`config.mk`:
```
export PLATFORM = sky130hd
export DESIGN_NAME = controlador_execucao
export DESIGN_NICKNAME = d
export VERILOG_FILES = /design/src/rtl/controlador_execucao.sv
export SDC_FILE = /design/constraint.sdc
export NUM_CORES = 1
export LEC_CHECK = 0
export BUFFER_PORTS_ARGS = -buffer_cell sky130_fd_sc_hd__clkbuf_2
export CORE_ASPECT_RATIO = 2
export CORE_UTILIZATION = 42
export CTS_BUF_LIST = sky130_fd_sc_hd__clkbuf_8
export CTS_CLUSTER_SIZE = 14
export DETAILED_ROUTE_END_ITERATION = 7
export GPL_TIMING_DRIVEN = 0
export PLACE_DENSITY = 0.72
export SYNTH_ARGS = -nofsm -noshare
export SYNTH_HDL_FRONTEND = slang
export SYNTH_SLANG_ARGS = --single-unit
```
`constraint.sdc`:
```
create_clock -name Clock -period 2.4 [get_ports Clock]
set_input_delay 0.36 -clock Clock [delete_from_list [all_inputs] [get_ports Clock]]
set_output_delay 0.36 -clock Clock [all_outputs]
set_load 0.005 [all_outputs]
```
`src/rtl/controlador_execucao.sv`:
```
// controlador_execucao: step/continuous execution controller for a simple
// processor. A raw pushbutton (KeyStep) is synchronised and debounced; its
// filtered rising edge starts one instruction (single-step) or a run of
// instructions (continuous) by raising Run until the processor reports Done.
//
// Optional feature, enabled by defining the macro CTRL_WATCHDOG_EN:
//   an EXEC-cycle watchdog that raises a sticky Fault and forces IDLE when
//   the processor fails to report Done within WDOG_CYCLES cycles.
//   With the macro undefined, Fault is tied low and EXEC waits forever.
//
// Handshake: there is no valid/ready pair here. Done is a one-cycle pulse
// that is only meaningful while Run is high (state EXEC); it is ignored in
// every other state and never queued. StepReq is likewise consumed only in
// IDLE and dropped anywhere else.
//
// dbg_state exposes the FSM encoding (0 IDLE, 1 EXEC, 2 WAIT_REL) for
// checkers and waveform inspection.

module controlador_execucao #(
    parameter int DEB_CYCLES  = 16,
    parameter int WDOG_CYCLES = 255
) (
    input  logic        Clock,
    input  logic        Reset,
    input  logic        KeyStep,
    input  logic        ModeCont,
    input  logic        Halt,
    input  logic        Done,
    output logic        Run,
    output logic        Busy,
    output logic [15:0] InstrCount,
    output logic        Fault,
    output logic [1:0]  dbg_state
);

    typedef enum logic [1:0] {
        IDLE     = 2'd0,
        EXEC     = 2'd1,
        WAIT_REL = 2'd2
    } state_t;

    // Counter compares against N-1 because the flip happens on the edge that
    // observes the N-th consecutive disagreeing cycle.
    localparam logic [7:0] DEB_LAST = 8'(DEB_CYCLES - 1);

    // Reject parameter values the 8-bit counters cannot represent.
    if (DEB_CYCLES < 2 || DEB_CYCLES > 255) begin : g_deb_range
        $error("controlador_execucao: DEB_CYCLES out of range 2..255");
    end
    if (WDOG_CYCLES < 8 || WDOG_CYCLES > 255) begin : g_wdog_range
        $error("controlador_execucao: WDOG_CYCLES out of range 8..255");
    end

    // ------------------------------------------------------------------
    // Key conditioning
    // ------------------------------------------------------------------
    logic       key_meta;
    logic       key_sync;
    logic [7:0] deb_cnt;
    logic       key_filt;
    logic       key_filt_d;
    logic       step_req;

    // Two-flop synchroniser for the asynchronous pushbutton.
    always_ff @(posedge Clock or posedge Reset) begin
        if (Reset) begin
            key_meta <= 1'b0;
            key_sync <= 1'b0;
        end else begin
            key_meta <= KeyStep;
            key_sync <= key_meta;
        end
    end

    // Debounce: flip the filtered level only after DEB_CYCLES consecutive
    // disagreeing samples; a single agreeing sample restarts the count.
    always_ff @(posedge Clock or posedge Reset) begin
        if (Reset) begin
            deb_cnt  <= 8'd0;
            key_filt <= 1'b0;
        end else if (key_sync == key_filt) begin
            deb_cnt <= 8'd0;
        end else if (deb_cnt == DEB_LAST) begin
            deb_cnt  <= 8'd0;
            key_filt <= ~key_filt;
        end else begin
            deb_cnt <= deb_cnt + 8'd1;
        end
    end

    // One-cycle registered step request on the filtered rising edge only.
    always_ff @(posedge Clock or posedge Reset) begin
        if (Reset) begin
            key_filt_d <= 1'b0;
            step_req   <= 1'b0;
        end else begin
            key_filt_d <= key_filt;
            step_req   <= key_filt & ~key_filt_d;
        end
    end

    // ------------------------------------------------------------------
    // FSM
    // ------------------------------------------------------------------
    state_t state;
    state_t state_d;
    logic   halt_latch;
    logic   wdog_trip;
    logic   step_ok;

`ifdef CTRL_WATCHDOG_EN
    localparam logic [7:0] WDOG_LAST = 8'(WDOG_CYCLES - 1);

    logic [7:0] wdog_cnt;
    logic       fault_q;

    // Trip on the edge that closes the WDOG_CYCLES-th EXEC cycle without Done.
    assign wdog_trip = (state == EXEC) && !Done && (wdog_cnt == WDOG_LAST);

    // Count consecutive EXEC cycles without Done; restart on Done or exit.
    always_ff @(posedge Clock or posedge Reset) begin
        if (Reset) begin
            wdog_cnt <= 8'd0;
        end else if (state != EXEC || Done || wdog_trip) begin
            wdog_cnt <= 8'd0;
        end else begin
            wdog_cnt <= wdog_cnt + 8'd1;
        end
    end

    // Sticky fault flag; only Reset clears it.
    always_ff @(posedge Clock or posedge Reset) begin
        if (Reset) begin
            fault_q <= 1'b0;
        end else if (wdog_trip) begin
            fault_q <= 1'b1;
        end
    end

    assign Fault   = fault_q;
    assign step_ok = step_req & ~fault_q;
`else
    assign wdog_trip = 1'b0;
    assign Fault     = 1'b0;
    assign step_ok   = step_req;
`endif

    // State register; reset forces IDLE so Run drops without a clock edge.
    always_ff @(posedge Clock or posedge Reset) begin
        if (Reset) begin
            state <= IDLE;
        end else begin
            state <= state_d;
        end
    end

    // Next-state logic. Halt never cuts an instruction short: it only
    // redirects the transition taken when Done arrives.
    always_comb begin
        state_d = state;
        case (state)
            IDLE: begin
                if (step_ok) begin
                    state_d = EXEC;
                end
            end
            EXEC: begin
                if (wdog_trip) begin
                    state_d = IDLE;
                end else if (Done) begin
                    if (halt_latch || Halt) begin
                        state_d = IDLE;
                    end else if (!ModeCont) begin
                        state_d = WAIT_REL;
                    end else begin
                        state_d = EXEC;
                    end
                end
            end
            WAIT_REL: begin
                if (!key_filt) begin
                    state_d = IDLE;
                end
            end
            default: begin
                state_d = IDLE;
            end
        endcase
    end

    // Remember a Halt seen during EXEC until the run ends in IDLE.
    always_ff @(posedge Clock or posedge Reset) begin
        if (Reset) begin
            halt_latch <= 1'b0;
        end else if (state_d == IDLE && state != IDLE) begin
            halt_latch <= 1'b0;
        end else if (state == EXEC && Halt) begin
            halt_latch <= 1'b1;
        end
    end

    // Instruction counter: only Done pulses seen in EXEC count; wraps at 16 bits.
    always_ff @(posedge Clock or posedge Reset) begin
        if (Reset) begin
            InstrCount <= 16'd0;
        end else if (state == EXEC && Done) begin
            InstrCount <= InstrCount + 16'd1;
        end
    end

    assign Run       = (state == EXEC);
    assign Busy      = (state != IDLE);
    assign dbg_state = state;

endmodule

```
* After elaboration in Yosys (flattened, before gate mapping)
Cells that the tools add are included.
Storage, ports and cells: output and inout bits 21, register bits 32, memories 0, bits in read-only memories 0, word-level logic and storage cells 38, latch bits 0, bits in writable memories 0, input bits 6
Cells by class: muxes and demuxes 10, order comparisons 0, multiply operators 0, bitwise gates (word level) 4, equality and inequality tests 4, $add $sub $neg 2, divide/modulo/power cells 0, shift-type cells 0, reduce and logical (&&, ||, !) cells 9
Operator list (count):
- $add 16x1->16 const B | 1
- $mux 8 | 2
- $mux 2 | 5
- $add 8x1->8 const B | 1
- $eq 8x4->1 const B | 1
- $pmux 2 s3 | 1
- $logic_not 2->1 | 2
- $reduce_bool 2->1 | 2
- $logic_and 1x1->1 | 3
- $not 1->1 | 3
- $eq 2x1->1 const B | 1
- $eq 2x2->1 const B | 1
- $mux 1 | 2
- $reduce_and 2->1 | 1
- $and 1x1->1 | 1
- $eq 1x1->1 | 1
- $logic_or 1x1->1 | 1

* Logic depth before layout (Yosys ltp)
word-level depth 7, depth in mapped cells 5, gate-level depth less buffers 5

* Worst setup path after synthesis
No wires, ideal clock.
path type reg-to-reg, start point reg InstrCount[0], end point reg InstrCount[12], period minus slack after synthesis 1.389 ns, data required time 2.321 ns, setup slack 1.011 ns, cell stages (with the launch flop) 6, arrival time 1.310 ns, library setup time 0.079 ns, buffers on the path 0, path through dfrtp_1 -> ha_1 -> and4b_1 -> nand4_2 -> nor3_2 -> xor2_1
Between the ends: cells in the longest elaborated chain, start to end 1
RTL lines:
- start: declaration | RTL line 31 | output logic [15:0] InstrCount,
- start signal: assignment | RTL line 207 | InstrCount <= InstrCount + 16'd1;
- $add 16x1->16 | RTL line 207
No other way between the ends. A chain may end at the register's enable or synchronous reset.

* Final worst setup path
Same ends and word-level chain as after synthesis.

==> impl_metrics.csv <==
group,metric,value,unit
run_status,status,"complete, but fails checks",
run_status,violations,"design-rule violations",
timing,slew_violations,0,
synth,synth_cells,126,
route,wl_per_cell,14.3,um
floorplanning,chipWidth,43.4,um
placed_design,io_buffer_count,25,
route,ant_nets,0,
timing,grt_setup_unrepaired,"no",
cts,cts_resized,0,
synth,synth_compound_area_share,4.16,%
placed_design,gp_congestion,0.763,
cts,cts_root_buf,"clkbuf_8",
setup_path,rr_worst_depth,5,
cts,cts_made_buffers,5,
synth,yosysTopAreaCell,"dfrtp_1",
cts,ctsHoldBuffers,0,
placed_design,post-place-cells,182,
cts,h-tree-depth,2,
route,viasPerCell,5.51,
floorplanning,ios,27,
timing,finalSetupViolations,0,
route,first_pass_iters,5,
synth,ys_warn_count,0,
global_route,grt_pass1_vias,1048,
placed_design,dpl.hpwl,2.02,mm
synth,synth.distinct_cells,35,
synth,synthMuxAreaShare,1.56,%
cells_and_area,layout-drive-gt1-share,27.2,%
floorplanning,num_rows,29,
setup_path,rr_endpoint,"InstrCount[12]$_DFFE_PP0P_",
route,remaining_drc_errors,4,
synth,synth-seq-cells,32,
floorplanning,initial_core_util,44.7,%
timing,final.setup_skew,0.00403,ns
synth,synth_area_leaders,"dfrtp_1 56%, xnor2_1 6.1%, xor2_1 5.5%",
route,via_count,1041,
global_route,grt_pass1_wl,4.58,mm
placed_design,post-place-ws,0.811,ns
setup_path,worstPathRequired,2.61,ns
synth,synth_ff_type,"dfrtp_1",
setup_path,cp_max_fo,5,
synth,yosysMostFrequentCell,"dfrtp_1",
timing,tns,0,ns
floorplanning,core_region_area,3230,um^2
pwr,power_leakage,0.847,nW
cells_and_area,layout.cells.non_filler,189,
timing,slew_headroom,19.8,%
timing,max_slew.worst_pin.slew,1.20,ns
synth,synthSimpleGateAreaFrac,22.1,%
route,drt_iter0_markers,13,
cts,clk_pin_slew,0.06,ns
cts,cts_buffer_depth,2,
timing,max_clock_freq,629,MHz
synth,syn-num-nets,134,
cts,tritoncts,"yes",
synth,synth_edf_count,0,
pwr,cellPowerDensity,714,nW/um^2
setup_path,reg2reg_from,"InstrCount[0]$_DFFE_PP0P_",
synth,yosysSeqAreaShare,55.5,%
cells_and_area,syn2layout_area_growth,16.7,%
cts,cts.sinks,32,
setup_path,critical_path_class,"flip-flop to flip-flop",
synth,synth_top_family_by_area,"simple AND/OR/NAND/NOR gates",
cells_and_area,diodes,0,
setup_path,cp-end-kind,"flip-flop",
synth,synth_commonest_cells,"32 x dfrtp_1, 11 x nor2_1, 10 x xnor2_1, 9 x nand2_1, 9 x xor2_1",
flow_run,drv_cap,0,
global_route,grt_max_degree,33,
global_route,antenna_found_initial,0,
route,wirelength,2.71,mm
setup_path,reg2reg_slack,0.81,ns
floorplanning,dieArea,3690,um^2
setup_path,cp-endpoint,"InstrCount[12]$_DFFE_PP0P_",
synth,netlist_area,1440,um^2
setup_path,cp.arrival,1.80,ns
setup_path,crit_start,"InstrCount[0]$_DFFE_PP0P_",
global_route,grt_util_all_layers,17.5,%
cts,insertion_delay,0.29,ns
pwr,peakVddDrop,0.000429,V
global_route,gr-total-overflow,0,
timing,post-route-period-util,66.3,%
hold_path,hold_path.class,"input pin to flip-flop",
cts,postCtsSetupBuffers,0,
synth,async_flop_share,100,%
synth,synth_top_area_share,55.5,%
setup_path,startpoint_type,"flip-flop",
synth,yosys.area_share.adder,1.73,%
floorplanning,die_y,84.9,um
synth,syn_area_per_cell,11.4,um^2
timing,setup_ws,0.809,ns
timing,final_hold_viol_count,0,
cells_and_area,fin_nets,166,
synth,synth-xor-area-share,11.5,%
timing,min_period,1.59,ns
## metal layers
layer / part of all wire [%] / vias up / GRT usage (%)
met5: 0 / - / 0
li1: - / 493 / -
met1: 36 / 510 / 17.2
met4: 4.6 / 0 / 14.2
met3: 3.5 / 11 / 5.32
met2: 56 / 27 / 28.8
## state kept, by name (all words and copies together) (netlist names)
register	count
key_filt	1
halt_latch	1
key_meta	1
dbg_state	2
step_ok	1
InstrCount	16
key_sync	1
key_filt_d	1
deb_cnt	8
## metrics by stage
step	power [mW]	area [um^2]	util [%]	hold slack [ns]
2_1_floorplan	0.754	1440	-	0.331
3_3_place_gp	0.821	1610	49.7	0.337
3_5_place_dp	0.837	1610	49.7	0.340
4_1_cts	1.22	1680	52.2	0.173
5_1_grt	1.27	1680	52.2	0.171
6_report	1.20	1680	52.2	0.179
## worst min-delay path by stage
stage | startpoint | endpoint | cells after the start
3_3_place_gp | key_meta$_DFF_PP0_ | key_sync$_DFF_PP0_ | 0
3_5_place_dp | key_meta$_DFF_PP0_ | key_sync$_DFF_PP0_ | 0
2_1_floorplan | key_meta$_DFF_PP0_ | key_sync$_DFF_PP0_ | 0
6_report | KeyStep | key_meta$_DFF_PP0_ | 1
4_1_cts | KeyStep | key_meta$_DFF_PP0_ | 1
5_1_grt | KeyStep | key_meta$_DFF_PP0_ | 1
## worst max-delay path: stages (launching register included)
cell	delay (ns)
dfrtp_1	0.46
ha_1	0.19
and4b_1	0.33
nand4_2	0.21
nor3_2	0.17
xor2_1	0.16
## kinds of logic (layout without fill, tap and decap cells)
family / after synthesis / after routing
simple gates: 52 / 52
compound gates: 9 / 9
mux: 2 / 2
xor+xnor: 19 / 19
flops: 32 / 32
other cells: 1 / 1
buf+inv: 9 / 41
fa+ha+maj: 2 / 2
## report_power, final
group	switching (mW)	total, mW	internal [mW]
Clock	0.187	0.379	0.192
Sequential	0.0731	0.664	0.591
Combinational	0.0744	0.159	0.0850
Total	0.335	1.20	0.868
## cell type report
class | count | area [um^2]
fill | 299 | 1550
multi-input combinational | 85 | 597
timing repair buffer | 25 | 125
sequential | 32 | 801
buffer | 2 | 18.8
clock inverter | 2 | 8.76
clock buffer | 5 | 68.8
tap | 31 | 38.8
inverter | 7 | 26.3
## layout by cell type (no fill, tap or decap), types with 2 or more instances in the layout
cell type  netlist  layout
inv_1            7       8
nor3_1           5       5
nor3_2           2       2
dfrtp_1         32      32
mux2_2           2       2
nand3_1          5       5
xor2_1           9       9
and3_1           3       3
a21oi_1          4       4
clkbuf_2         0      25
a32o_1           2       2
nor2b_1          2       2
clkbuf_8         0       5
nand4_1          2       2
nor2_1          11      11
nand2_1          9       9
ha_1             2       2
xnor2_1         10      10
Power figures use the tool's default switching activity.
